==> src/rtl/cl_systolic_sched.sv <==
// cl_systolic_sched: A-row fetch / result writeback scheduler for the systolic array BRAM.
// Optional SCHED_PERF_EN builds the job cycle counter on perf_cycles.
module cl_systolic_sched #(
  parameter int DEPTH     = 128,
  parameter int AW        = 7,
  parameter int DRAIN_MAX = 64
) (
  input  logic          clk,
  input  logic          rst_n,
  input  logic          start,
  input  logic          abort,
  input  logic [AW-1:0] a_base,
  input  logic [AW-1:0] out_base,
  input  logic [AW:0]   num_rows,
  input  logic          res_valid,
  output logic          work,
  output logic          out_in,
  output logic          in_out,
  output logic [31:0]   memory_address_A,
  output logic [31:0]   memory_address_OUT,
  output logic          arr_in_valid,
  output logic          busy,
  output logic          done,
  output logic          err,
  output logic [31:0]   perf_cycles
);

  localparam logic [1:0] S_IDLE  = 2'd0;
  localparam logic [1:0] S_FETCH = 2'd1;
  localparam logic [1:0] S_DRAIN = 2'd2;
  localparam logic [1:0] S_FIN   = 2'd3;

  localparam int DW = $clog2(DRAIN_MAX + 1);
  localparam logic [DW-1:0] DRAIN_LAST = DW'(DRAIN_MAX - 1);
  localparam logic [AW:0]   MAX_ROWS   = (AW+1)'(DEPTH);
  localparam logic [AW:0]   ONE_C      = 1;
  localparam logic [AW-1:0] ONE_A      = 1;
  localparam logic [DW-1:0] ONE_D      = 1;

  logic [1:0]    state;
  logic [1:0]    state_nx;
  logic [AW-1:0] rd_addr;
  logic [AW-1:0] out_base_q;
  logic [AW:0]   num_q;
  logic [AW:0]   rd_cnt;
  logic [AW:0]   wr_cnt;
  logic [AW:0]   wr_cnt_nx;
  logic [DW-1:0] drain_cnt;
  logic          err_q;
  logic          aiv_q;

  logic active;
  logic go;
  logic busy_start;
  logic wr_en;
  logic wr_over;
  logic last_rd;
  logic fill_done;
  logic timeout;

  assign active     = (state == S_FETCH) || (state == S_DRAIN);
  assign go         = start && !abort && (state == S_IDLE);
  assign busy_start = start && !abort && (state != S_IDLE);
  assign wr_en      = active && res_valid && !abort && (wr_cnt != num_q);
  assign wr_over    = active && res_valid && !abort && (wr_cnt == num_q);
  assign wr_cnt_nx  = wr_en ? wr_cnt + ONE_C : wr_cnt;
  assign last_rd    = (rd_cnt + ONE_C) == num_q;
  assign fill_done  = wr_cnt_nx == num_q;
  // a result arriving this cycle restarts the idle window
  assign timeout    = (state == S_DRAIN) && !abort && !res_valid &&
                      !fill_done && (drain_cnt == DRAIN_LAST);

  always_comb begin
    state_nx = state;
    unique case (state)
      S_IDLE: begin
        if (go) state_nx = (num_rows == '0) ? S_FIN : S_FETCH;
      end
      S_FETCH: begin
        if (last_rd) state_nx = S_DRAIN;
      end
      S_DRAIN: begin
        if (fill_done || timeout) state_nx = S_FIN;
      end
      S_FIN: state_nx = S_IDLE;
      default: state_nx = S_IDLE;
    endcase
    if (abort) state_nx = S_IDLE;
  end

  always_ff @(posedge clk or negedge rst_n) begin
    if (!rst_n) begin
      state      <= S_IDLE;
      rd_addr    <= '0;
      out_base_q <= '0;
      num_q      <= '0;
      rd_cnt     <= '0;
      wr_cnt     <= '0;
      drain_cnt  <= '0;
      err_q      <= 1'b0;
      aiv_q      <= 1'b0;
    end else begin
      state <= state_nx;
      aiv_q <= out_in;
      unique case (1'b1)
        go: begin
          rd_addr    <= a_base;
          out_base_q <= out_base;
          num_q      <= (num_rows > MAX_ROWS) ? MAX_ROWS : num_rows;
          rd_cnt     <= '0;
          wr_cnt     <= '0;
        end
        (state == S_FETCH): begin
          rd_addr <= rd_addr + ONE_A;
          rd_cnt  <= rd_cnt + ONE_C;
          wr_cnt  <= wr_cnt_nx;
        end
        default: wr_cnt <= wr_cnt_nx;
      endcase
      if ((state != S_DRAIN) || res_valid) drain_cnt <= '0;
      else drain_cnt <= drain_cnt + ONE_D;
      if (go) err_q <= 1'b0;
      else if (busy_start || wr_over || timeout) err_q <= 1'b1;
    end
  end

  assign work               = active;
  assign out_in             = state == S_FETCH;
  assign in_out             = wr_en;
  assign memory_address_A   = {{(32-AW){1'b0}}, rd_addr};
  assign memory_address_OUT = {{(32-AW){1'b0}}, out_base_q + wr_cnt[AW-1:0]};
  assign arr_in_valid       = aiv_q;
  assign busy               = state != S_IDLE;
  assign done               = state == S_FIN;
  assign err                = err_q;

`ifdef SCHED_PERF_EN
  logic [31:0] perf_q;

  always_ff @(posedge clk or negedge rst_n) begin
    if (!rst_n) perf_q <= '0;
    else if (go) perf_q <= '0;
    else if (state != S_IDLE) perf_q <= perf_q + 32'd1;
  end

  assign perf_cycles = perf_q;
`else
  assign perf_cycles = 32'd0;
`endif

endmodule

==> config.mk <==
export PLATFORM = sky130hd
export DESIGN_NAME = cl_systolic_sched
export DESIGN_NICKNAME = d
export VERILOG_FILES = /design/src/rtl/cl_systolic_sched.sv
export SDC_FILE = /design/constraint.sdc
export NUM_CORES = 1
export LEC_CHECK = 0
export CORE_AREA = 2 2 92 94
export CTS_BUF_LIST = sky130_fd_sc_hd__clkbuf_8
export DETAILED_ROUTE_END_ITERATION = 7
export DIE_AREA = 0 0 94 96
export MAX_ROUTING_LAYER = met4
export PLACE_DENSITY = 0.83
export SYNTH_ARGS = -nofsm -noshare
export SYNTH_HDL_FRONTEND = slang
export SYNTH_SLANG_ARGS = --single-unit
==> constraint.sdc <==
create_clock -name clk -period 3.2 [get_ports clk]
set_input_delay 0.64 -clock clk [delete_from_list [all_inputs] [get_ports clk]]
set_output_delay 0.64 -clock clk [all_outputs]
set_load 0.05 [all_outputs]
==> metrics.md, run 1 <==
| Metric | Value |
|---|---|
| Netlist area before placement | `3650 µm²` |
| 1st-iter DRT viols | `114` |
| Number of cells produced by synthesis | `414` |
| Run status | `completed` |
| Critical setup path kind | `reg2out` |
| Pin slew with the least headroom to its limit | `1.07 ns` |
| Ratio of cells with drive above 1 in the final layout | `6.96%` |
| Hold Path Stages | `1` |
| Dpl cell area | `3910 µm²` |
| Post-CTS resize count | `0` |
| Data required, critical path | `2.56 ns` |
| Setup_tns | `0 ns` |
| Estimated wirelength of the detail-placed design | `5.38 mm` |
| RR Startpoint | `wr_cnt[6]` |
| Class of the worst hold path | `reg2reg` |
| Number of hold violations in the final report | `0` |
| Number of buffers inserted during clock tree synthesis | `5` |
| Clk slew on worst S/H paths | `0.10 ns` |
| Max Fanout on Critical Path | `5` |
| Count of H-tree levels built during CTS | `2` |
| Power density over the cells | `949 nW/µm²` |
| Worst R2R Path Depth | `8` |
| Number of antenna violations at the first check in global routing | `0` |
| Post-synthesis sequential element count | `49` |
| Via-to-Cell Ratio | `4.79` |
| Reg2reg end | `state[1]` |
| Sequential cell area fraction in the yosys report | `33.6%` |
| Kind of cell with the highest combined delay on the critical path | `buffers and inverters` |
| Top area cells in the synthesized netlist | `sky130_fd_sc_hd__dfrtp_1 (34%), sky130_fd_sc_hd__buf_4 (17%), sky130_fd_sc_hd__nand2_1 (6.2%)` |
| Number of routed nets with antenna violations | `0` |
| Vias in the first global route | `2619` |
| Clock tree from TritonCTS | `built` |
| Placeable core area | `8050 µm²` |
| Final standard cell count with taps included and fillers excluded | `565` |
| Highest clock rate | `331 MHz` |
| Count of vias placed by the detailed router | `2709` |
| Dominant register cell in the synthesized netlist | `sky130_fd_sc_hd__dfrtp_1` |
| Final layout net count | `501` |
| Setup slack on the worst flop-to-flop path | `0.36 ns` |
| Critical path cell sequence | `ha_1 > inv_1 > fa_1 > xnor2_1 > clkdlybuf4s50_1` |
| Post-synth EDFFs | `0` |
| Critical Path Start Type | `flip-flop` |
| Crit path buf inv count | `2` |
| Post-synth top cells | `sky130_fd_sc_hd__buf_4 (82), sky130_fd_sc_hd__nand2_1 (60), sky130_fd_sc_hd__dfrtp_1 (49)` |
| Leakage power | `1.92 nW` |
| Last weighted congestion value of the routability-driven placer | `0.880` |
| Die Y-Extent | `96 µm` |
| VDD IR max | `0.410 mV` |
| Total grt overflow | `0` |
| Max-cap violations | `0` |
| Starting Density | `45.3%` |
| Worst slew margin relative to its limit | `28.9%` |
| Total routing resource utilization after global routing | `17.3%` |
| I/O Buffers | `47` |
| Part of the cycle the worst path needs | `94.4%` |
| Placed cells | `557` |
| CTS sink count | `49` |
| Clock root buffer | `sky130_fd_sc_hd__clkbuf_8` |
| DRC errors left | `0` |
| Antenna fix cells | `0` |
| # IOs | `130` |
| Skew final | `0.0109 ns` |
| Pin count of the biggest net entering global routing | `50` |
| Count leader, synth | `sky130_fd_sc_hd__buf_4` |
| Final number of max-transition violations | `0` |
| Width of the die | `94 µm` |
| Crit path largest cell delay | `0.82 ns` |
| Maximum count of clock buffers along a single path | `2` |
| Leading area contributor after synthesis | `sky130_fd_sc_hd__dfrtp_1` |
| Total number of placement rows | `33` |
| Finished Cell Area | `4000 µm²` |
| Asr flop ratio synth | `100%` |
| Area share of the largest cell type after synthesis | `33.6%` |
| Total Routed Length | `7.10 mm` |
| Final period demand of the worst path | `3.02 ns` |
| Post-CTS Repair Setup Buffers | `0` |
| Die footprint | `9020 µm²` |
| Arrival time of the worst setup path | `2.38 ns` |
| Synth warn | `0` |
| 1st-pass router iterations | `4` |
| Synthesis-to-finish area growth | `9.68%` |
| Number of distinct library cells after synthesis | `58` |
| Critical Path End Type | `output port` |
| Avg Inst Size Synth | `8.81 µm²` |
| Hold_buf cts | `0` |
| Hold path startpoint | `drain_cnt[0]` |
| RSZ-0062 raised after global routing | `false` |
| Worst-path cell with the longest stage delay | `sky130_fd_sc_hd__clkdlybuf4s50_1` |
| Wire per inst | `12.6 µm` |
| Total setup violations reported at the end of the flow | `0` |
| Source-to-sink clock delay at the later pin of the worst-skew pair | `0.31 ns` |
| Wire length of the first global-routing pass | `12.0 mm` |
| Hold worst-path end | `drain_cnt[0]` |
cells in the final DEF (no fill, tap or decap), types with 2 or more instances in the layout:
master,Yosys,routed
sky130_fd_sc_hd__xnor2_1,21,21
sky130_fd_sc_hd__nand3_1,15,15
sky130_fd_sc_hd__or3_1,2,2
sky130_fd_sc_hd__conb_1,1,82
sky130_fd_sc_hd__a21o_1,2,2
sky130_fd_sc_hd__a211oi_1,3,3
sky130_fd_sc_hd__clkdlybuf4s50_1,0,41
sky130_fd_sc_hd__mux2i_1,8,8
sky130_fd_sc_hd__and3_1,3,3
sky130_fd_sc_hd__nand3b_1,8,8
sky130_fd_sc_hd__buf_12,0,2
sky130_fd_sc_hd__ha_1,14,14
sky130_fd_sc_hd__o21bai_1,3,3
sky130_fd_sc_hd__buf_4,82,7
sky130_fd_sc_hd__nand2_1,60,60
sky130_fd_sc_hd__a21oi_2,1,2
sky130_fd_sc_hd__nor2_1,29,29
sky130_fd_sc_hd__clkbuf_8,0,5
sky130_fd_sc_hd__nor4_1,2,2
sky130_fd_sc_hd__nand2b_1,2,2
sky130_fd_sc_hd__dfrtp_1,49,48
sky130_fd_sc_hd__nor2b_1,2,2
sky130_fd_sc_hd__a21oi_1,15,14
sky130_fd_sc_hd__nor3_1,3,3
sky130_fd_sc_hd__o21ai_0,5,5
sky130_fd_sc_hd__o22ai_1,2,2
sky130_fd_sc_hd__inv_1,13,13
sky130_fd_sc_hd__a31oi_1,2,2
sky130_fd_sc_hd__nand4_1,2,2
sky130_fd_sc_hd__o21ai_1,7,7
sky130_fd_sc_hd__xor2_1,19,19
state kept, by name (all words and copies together), names as in the netlist:
name / count
drain_cnt: 7
rd_addr: 7
err: 1
rd_cnt: 8
arr_in_valid: 1
num_q: 8
state: 2
wr_cnt: 8
out_base_q: 7
per-layer routing:
metal / track usage (%) / wire length (µm)
met5: - / 0
met4: 7.25 / 104
met2: 26.3 / 3420
met1: 22.6 / 3110
met3: 3.45 / 473
through the flow:
stage	util, %	power [mW]	hold slack, ns	worst slack, ns
finish	49.7	3.79	0.471	0.181
global route	49.7	4.07	0.497	0.00932
CTS	49.6	3.80	0.479	0.0620
detailed placement	48.5	3.42	0.465	0.203
global placement	48.5	3.35	0.446	0.270
floorplan	-	2.89	0.344	0.202
power breakdown:
part | total (mW) | switching (mW) | internal (mW)
Clock | 0.379 | 0.223 | 0.156
Sequential | 1.06 | 0.244 | 0.820
Combinational | 2.35 | 1.52 | 0.829
worst reg2reg max path, cell delays in order (launching register included):
cell and delay, ns:
sky130_fd_sc_hd__dfrtp_1 0.49, sky130_fd_sc_hd__xnor2_1 0.28, sky130_fd_sc_hd__nor4b_2 0.48, sky130_fd_sc_hd__a211o_2 0.26, sky130_fd_sc_hd__mux2_2 0.34, sky130_fd_sc_hd__a211oi_2 0.20, sky130_fd_sc_hd__o211ai_2 0.15, sky130_fd_sc_hd__a21oi_2 0.19
sky130_fd_sc_hd__mux2_1 0.34
final cells by class:
cell class	count	area [µm²]
clock buffers	5	68.8
clock inverters	3	21.3
fillers	752	4050
inverters	14	52.6
multi-input cells	337	1980
flip-flops and latches	49	1230
well taps	105	131
repair buffers	52	520
cells by family (layout without fill, tap and decap cells):
group,count (synthesis),in the layout,share of synthesized area [%]
other,1,82,0.103
buffers and inverters,109,74,20.6
adders and majority gates,15,15,5.35
AOI/OAI and AO/OA,53,53,9.88
DFF,49,49,33.6
and+or+nand+nor,136,136,17.6
muxes,10,10,2.81
xor gates and xnor gates,41,41,10.1
how the worst max path moves through the flow:
stage,from,endpoint,slack [ns],cells past startpoint
after global placement,abort,state[1],0.27,8
after global routing,wr_cnt[0],memory_address_OUT[6],0.009,10
final,wr_cnt[0],memory_address_OUT[2],0.18,5
after floorplan,state[0],state[1],0.20,9
after CTS,wr_cnt[1],memory_address_OUT[3],0.06,5
after detailed placement,abort,state[1],0.20,8
Power figures use the tool's default switching activity.
==> inputs of run 2 (changes only) <==
--- a/config.mk
+++ b/config.mk
@@ -5,12 +5,12 @@
 export SDC_FILE = /design/constraint.sdc
 export NUM_CORES = 1
 export LEC_CHECK = 0
-export CORE_AREA = 2 2 92 94
+export CORE_AREA = 2 2 87 98
 export CTS_BUF_LIST = sky130_fd_sc_hd__clkbuf_8
 export DETAILED_ROUTE_END_ITERATION = 7
-export DIE_AREA = 0 0 94 96
+export DIE_AREA = 0 0 89 100
 export MAX_ROUTING_LAYER = met4
-export PLACE_DENSITY = 0.83
+export PLACE_DENSITY = 0.84
 export SYNTH_ARGS = -nofsm -noshare
 export SYNTH_HDL_FRONTEND = slang
 export SYNTH_SLANG_ARGS = --single-unit
==> constraint.sdc (replaced) <==
create_clock -name clk -period 3 [get_ports clk]
set_input_delay 0.6 -clock clk [delete_from_list [all_inputs] [get_ports clk]]
set_output_delay 0.6 -clock clk [all_outputs]
set_load 0.05 [all_outputs]
==> run 2 against run 1 <==
- sequential share of layout area fell by 1.0 points
- total power rose by 14%
- via count rose by 2.1%
- hold slack got worse by 0.18 ns
- flip-flop and latch count did not move
- clock skew barely moved
- register-to-register slack got worse by 0.07 ns
- critical endpoint is now memory_address_OUT[6]
==> metrics.md, run 2 (synthesized netlist as in run 1, its figures left out) <==
| Metric | Value |
|---|---|
| Run status | `completed` |
| Max Fanout on Critical Path | `2 (-3)` |
| Total setup violations reported at the end of the flow | `0 (unchanged)` |
| Final period demand of the worst path | `2.90 ns` |
| Leakage power | `1.99 nW (+3.6%)` |
| Die footprint | `8900 µm² (-1.4%)` |
| Switch share | `49.7% (-2.7 points)` |
| Highest-count cells in the layout ignoring fill and taps | `sky130_fd_sc_hd__conb_1 (82), sky130_fd_sc_hd__nand2_1 (60), sky130_fd_sc_hd__dfrtp_1 (47)` |
| Last weighted congestion value of the routability-driven placer | `0.912 (+3.6%)` |
| Critical setup path kind | `reg2out` |
| Clock root buffer | `sky130_fd_sc_hd__clkbuf_8` |
| Hold_buf cts | `0 (unchanged)` |
| Maximum count of clock buffers along a single path | `2 (unchanged)` |
| Critical Path End Type | `output port` |
| Switching pwr | `2.14 mW (+7.8%)` |
| Commonest non-fill, non-tap cell in the layout | `sky130_fd_sc_hd__conb_1` |
| Data required, critical path | `2.40 ns (-0.16 ns)` |
| Die Y-Extent | `100 µm (+4.2%)` |
| # IOs | `130 (unchanged)` |
| Internal Pwr Total | `2.17 mW (+20%)` |
| Via-to-Cell Ratio | `4.77 (-0.57%)` |
| Critical Path Start Type | `flip-flop` |
| 1st-iter DRT viols | `130 (+14%)` |
| 1st-pass router iterations | `4 (unchanged)` |
| Worst R2R Path Depth | `9 (+1)` |
| Highest clock rate | `345 MHz` |
| Largest registers | `num_q x8, rd_cnt x8, wr_cnt x8` |
| Clk slew on worst S/H paths | `0.09 ns (about the same)` |
| Proportion of power drawn by flip-flops and latches | `26.0% (-2.0 points)` |
| Hold WS | `0.290 ns (-0.181 ns)` |
| Setup slack on the worst flop-to-flop path | `0.29 ns (-0.07 ns)` |
| Total Routed Length | `7.20 mm (+1.3%)` |
| Wire length of the first global-routing pass | `11.9 mm (-0.74%)` |
| Final standard cell count with taps included and fillers excluded | `580 (+2.7%)` |
| Antenna fix cells | `0 (unchanged)` |
| Part of the cycle the worst path needs | `96.5%` |
| Synthesis-to-finish area growth | `13.6%` |
| Core Util, Final | `51.4% (+1.7 points)` |
| DRC errors left | `0 (unchanged)` |
| Max-cap violations | `0 (unchanged)` |
| Worst slew margin relative to its limit | `48.7% (+20 points)` |
| Placed cells | `571 (+2.5%)` |
| Width of the die | `89 µm (-5.3%)` |
| Arrival time of the worst setup path | `2.30 ns (-0.08 ns)` |
| RR Startpoint | `wr_cnt[6]` |
| Source-to-sink clock delay at the later pin of the worst-skew pair | `0.31 ns (about the same)` |
| Number of hold violations in the final report | `0 (unchanged)` |
| Number of antenna violations at the first check in global routing | `0 (unchanged)` |
| Final layout net count | `510 (+1.8%)` |
| Total design power | `4.31 mW (+14%)` |
| CTS sink count | `49 (unchanged)` |
| Placeable core area | `8060 µm² (about the same)` |
| Starting Density | `45.2% (about the same)` |
| VDD IR max | `0.744 mV (+81%)` |
| Total routing resource utilization after global routing | `17.3% (+0.048 points)` |
| Skew final | `0.0105 ns (-0.000464 ns)` |
| Number of buffers inserted during clock tree synthesis | `5 (unchanged)` |
| Count of vias placed by the detailed router | `2765 (+2.1%)` |
| Vias in the first global route | `2589 (-1.1%)` |
| Reg2reg end | `state[1]` |
| I/O Buffers | `47 (unchanged)` |
| Filler instances | `714 (-5.1%)` |
| Class of the worst hold path | `in2async` |
| Combinational cell fraction of total power | `60.8% (-1.2 points)` |
| Estimated wirelength of the detail-placed design | `5.53 mm (+2.9%)` |
| Clock tree from TritonCTS | `built` |
| Total number of placement rows | `35 (+6.1%)` |
| Wire per inst | `12.4 µm (-1.3%)` |
| Final number of max-transition violations | `0 (unchanged)` |
| Ratio of cells with drive above 1 in the final layout | `9.81% (+2.9 points)` |
| Number of routed nets with antenna violations | `0 (unchanged)` |
| Total grt overflow | `0 (unchanged)` |
| Pin slew with the least headroom to its limit | `0.768 ns (-0.299 ns)` |
| Portion of total power attributed to the clock network | `13.2% (+3.2 points)` |
| Count of H-tree levels built during CTS | `2 (unchanged)` |
| Power density over the cells | `1040 nW/µm² (+9.8%)` |
| Pin count of the biggest net entering global routing | `27 (-46%)` |
## run 2: changes by cell type in the layout (fill, tap and decap cells not counted)
cell,delta
sky130_fd_sc_hd__bufinv_16,+2
sky130_fd_sc_hd__buf_4,+10
sky130_fd_sc_hd__dfrtp_1,-1
sky130_fd_sc_hd__a21oi_2,+1
sky130_fd_sc_hd__clkinv_2,-1
sky130_fd_sc_hd__clkinvlp_4,-1
sky130_fd_sc_hd__buf_12,+2
sky130_fd_sc_hd__a21oi_1,-1
sky130_fd_sc_hd__clkdlybuf4s50_1,-2
sky130_fd_sc_hd__dlymetal6s2s_1,-1
sky130_fd_sc_hd__dfrtp_2,+1
## run 2: metrics by stage
step / setup TNS, ns / setup WS [ns] / cell area, µm²
after detailed placement: 0 / 0.0170 / 3990
after floorplan: 0 / 0.00239 / 3950
final: 0 / 0.104 / 4140
after global placement: 0 / 0.122 / 3990
after CTS: 0 / 0.0220 / 4130
after global routing: -0.00116 / -0.00116 / 4140
## run 2: layout make-up
| class | instances | area (µm²) | share of cell area (%) |
|---|---|---|---|
| inverter | 14 | 52.6 | 1.27 |
| clock buffer | 5 | 68.8 | 1.66 |
| sequential | 49 | 1230 | 29.7 |
| tap | 111 | 139 | 3.35 |
| clock inverter | 3 | 68.8 | 1.66 |
| multi-input combinational | 337 | 1980 | 47.8 |
| timing repair buffer | 61 | 603 | 14.6 |
## run 2: how the worst max path moves through the flow
| stage | to | startpoint | slack (ns) |
|---|---|---|---|
| floorplan | state[1] | state[0] | 0.002 |
| global placement | state[1] | abort | 0.12 |
| detailed placement | state[1] | abort | 0.02 |
| CTS | memory_address_OUT[6] | wr_cnt[0] | 0.02 |
| global route | memory_address_OUT[6] | wr_cnt[0] | -0.001 |
| finish | memory_address_OUT[6] | wr_cnt[0] | 0.10 |
## run 2: power by group through the flow
stage                     combinational, mW  sequential (mW)  clock [mW]
after floorplan                        1.83             1.25           0
after global placement                 2.54             1.12           0
after detailed placement               2.60             1.14           0
after CTS                              2.61             1.13       0.577
after global routing                   2.84             1.15       0.604
final                                  2.62             1.12       0.570
## run 2: timing repair
item	in CTS	in global routing
pin swaps	0	1
endpoints found under the setup margin	1	1
resized for setup	1	2
buffers inserted	0	1
## run 2: critical path, stage by stage (launching register included)
cell and delay [ns]:
sky130_fd_sc_hd__dfrtp_2 0.38, sky130_fd_sc_hd__ha_1 0.17, sky130_fd_sc_hd__inv_1 0.05, sky130_fd_sc_hd__fa_1 0.41, sky130_fd_sc_hd__inv_1 0.09, sky130_fd_sc_hd__a21o_1 0.12, sky130_fd_sc_hd__a21oi_2 0.07, sky130_fd_sc_hd__o21bai_1 0.13
sky130_fd_sc_hd__a21oi_1 0.09, sky130_fd_sc_hd__xnor2_1 0.29, sky130_fd_sc_hd__buf_12 0.18
## run 2: per-layer routing
layer | wire length [µm] | global-route usage (%) | share of wire, %
met1 | 3130 | 22.2 | 44
met2 | 3420 | 28.0 | 47
met3 | 551 | 3.37 | 7.7
met4 | 95 | 4.71 | 1.3
met5 | 0 | - | 0
==> inputs of run 3 (changes only) <==
--- a/config.mk
+++ b/config.mk
@@ -5,6 +5,7 @@
 export SDC_FILE = /design/constraint.sdc
 export NUM_CORES = 1
 export LEC_CHECK = 0
+export CAP_MARGIN = 25
 export CORE_AREA = 2 2 87 98
 export CTS_BUF_LIST = sky130_fd_sc_hd__clkbuf_8
 export DETAILED_ROUTE_END_ITERATION = 7
==> results of run 3 <==
Final layout, timing and power as in run 2 (identical DEF).
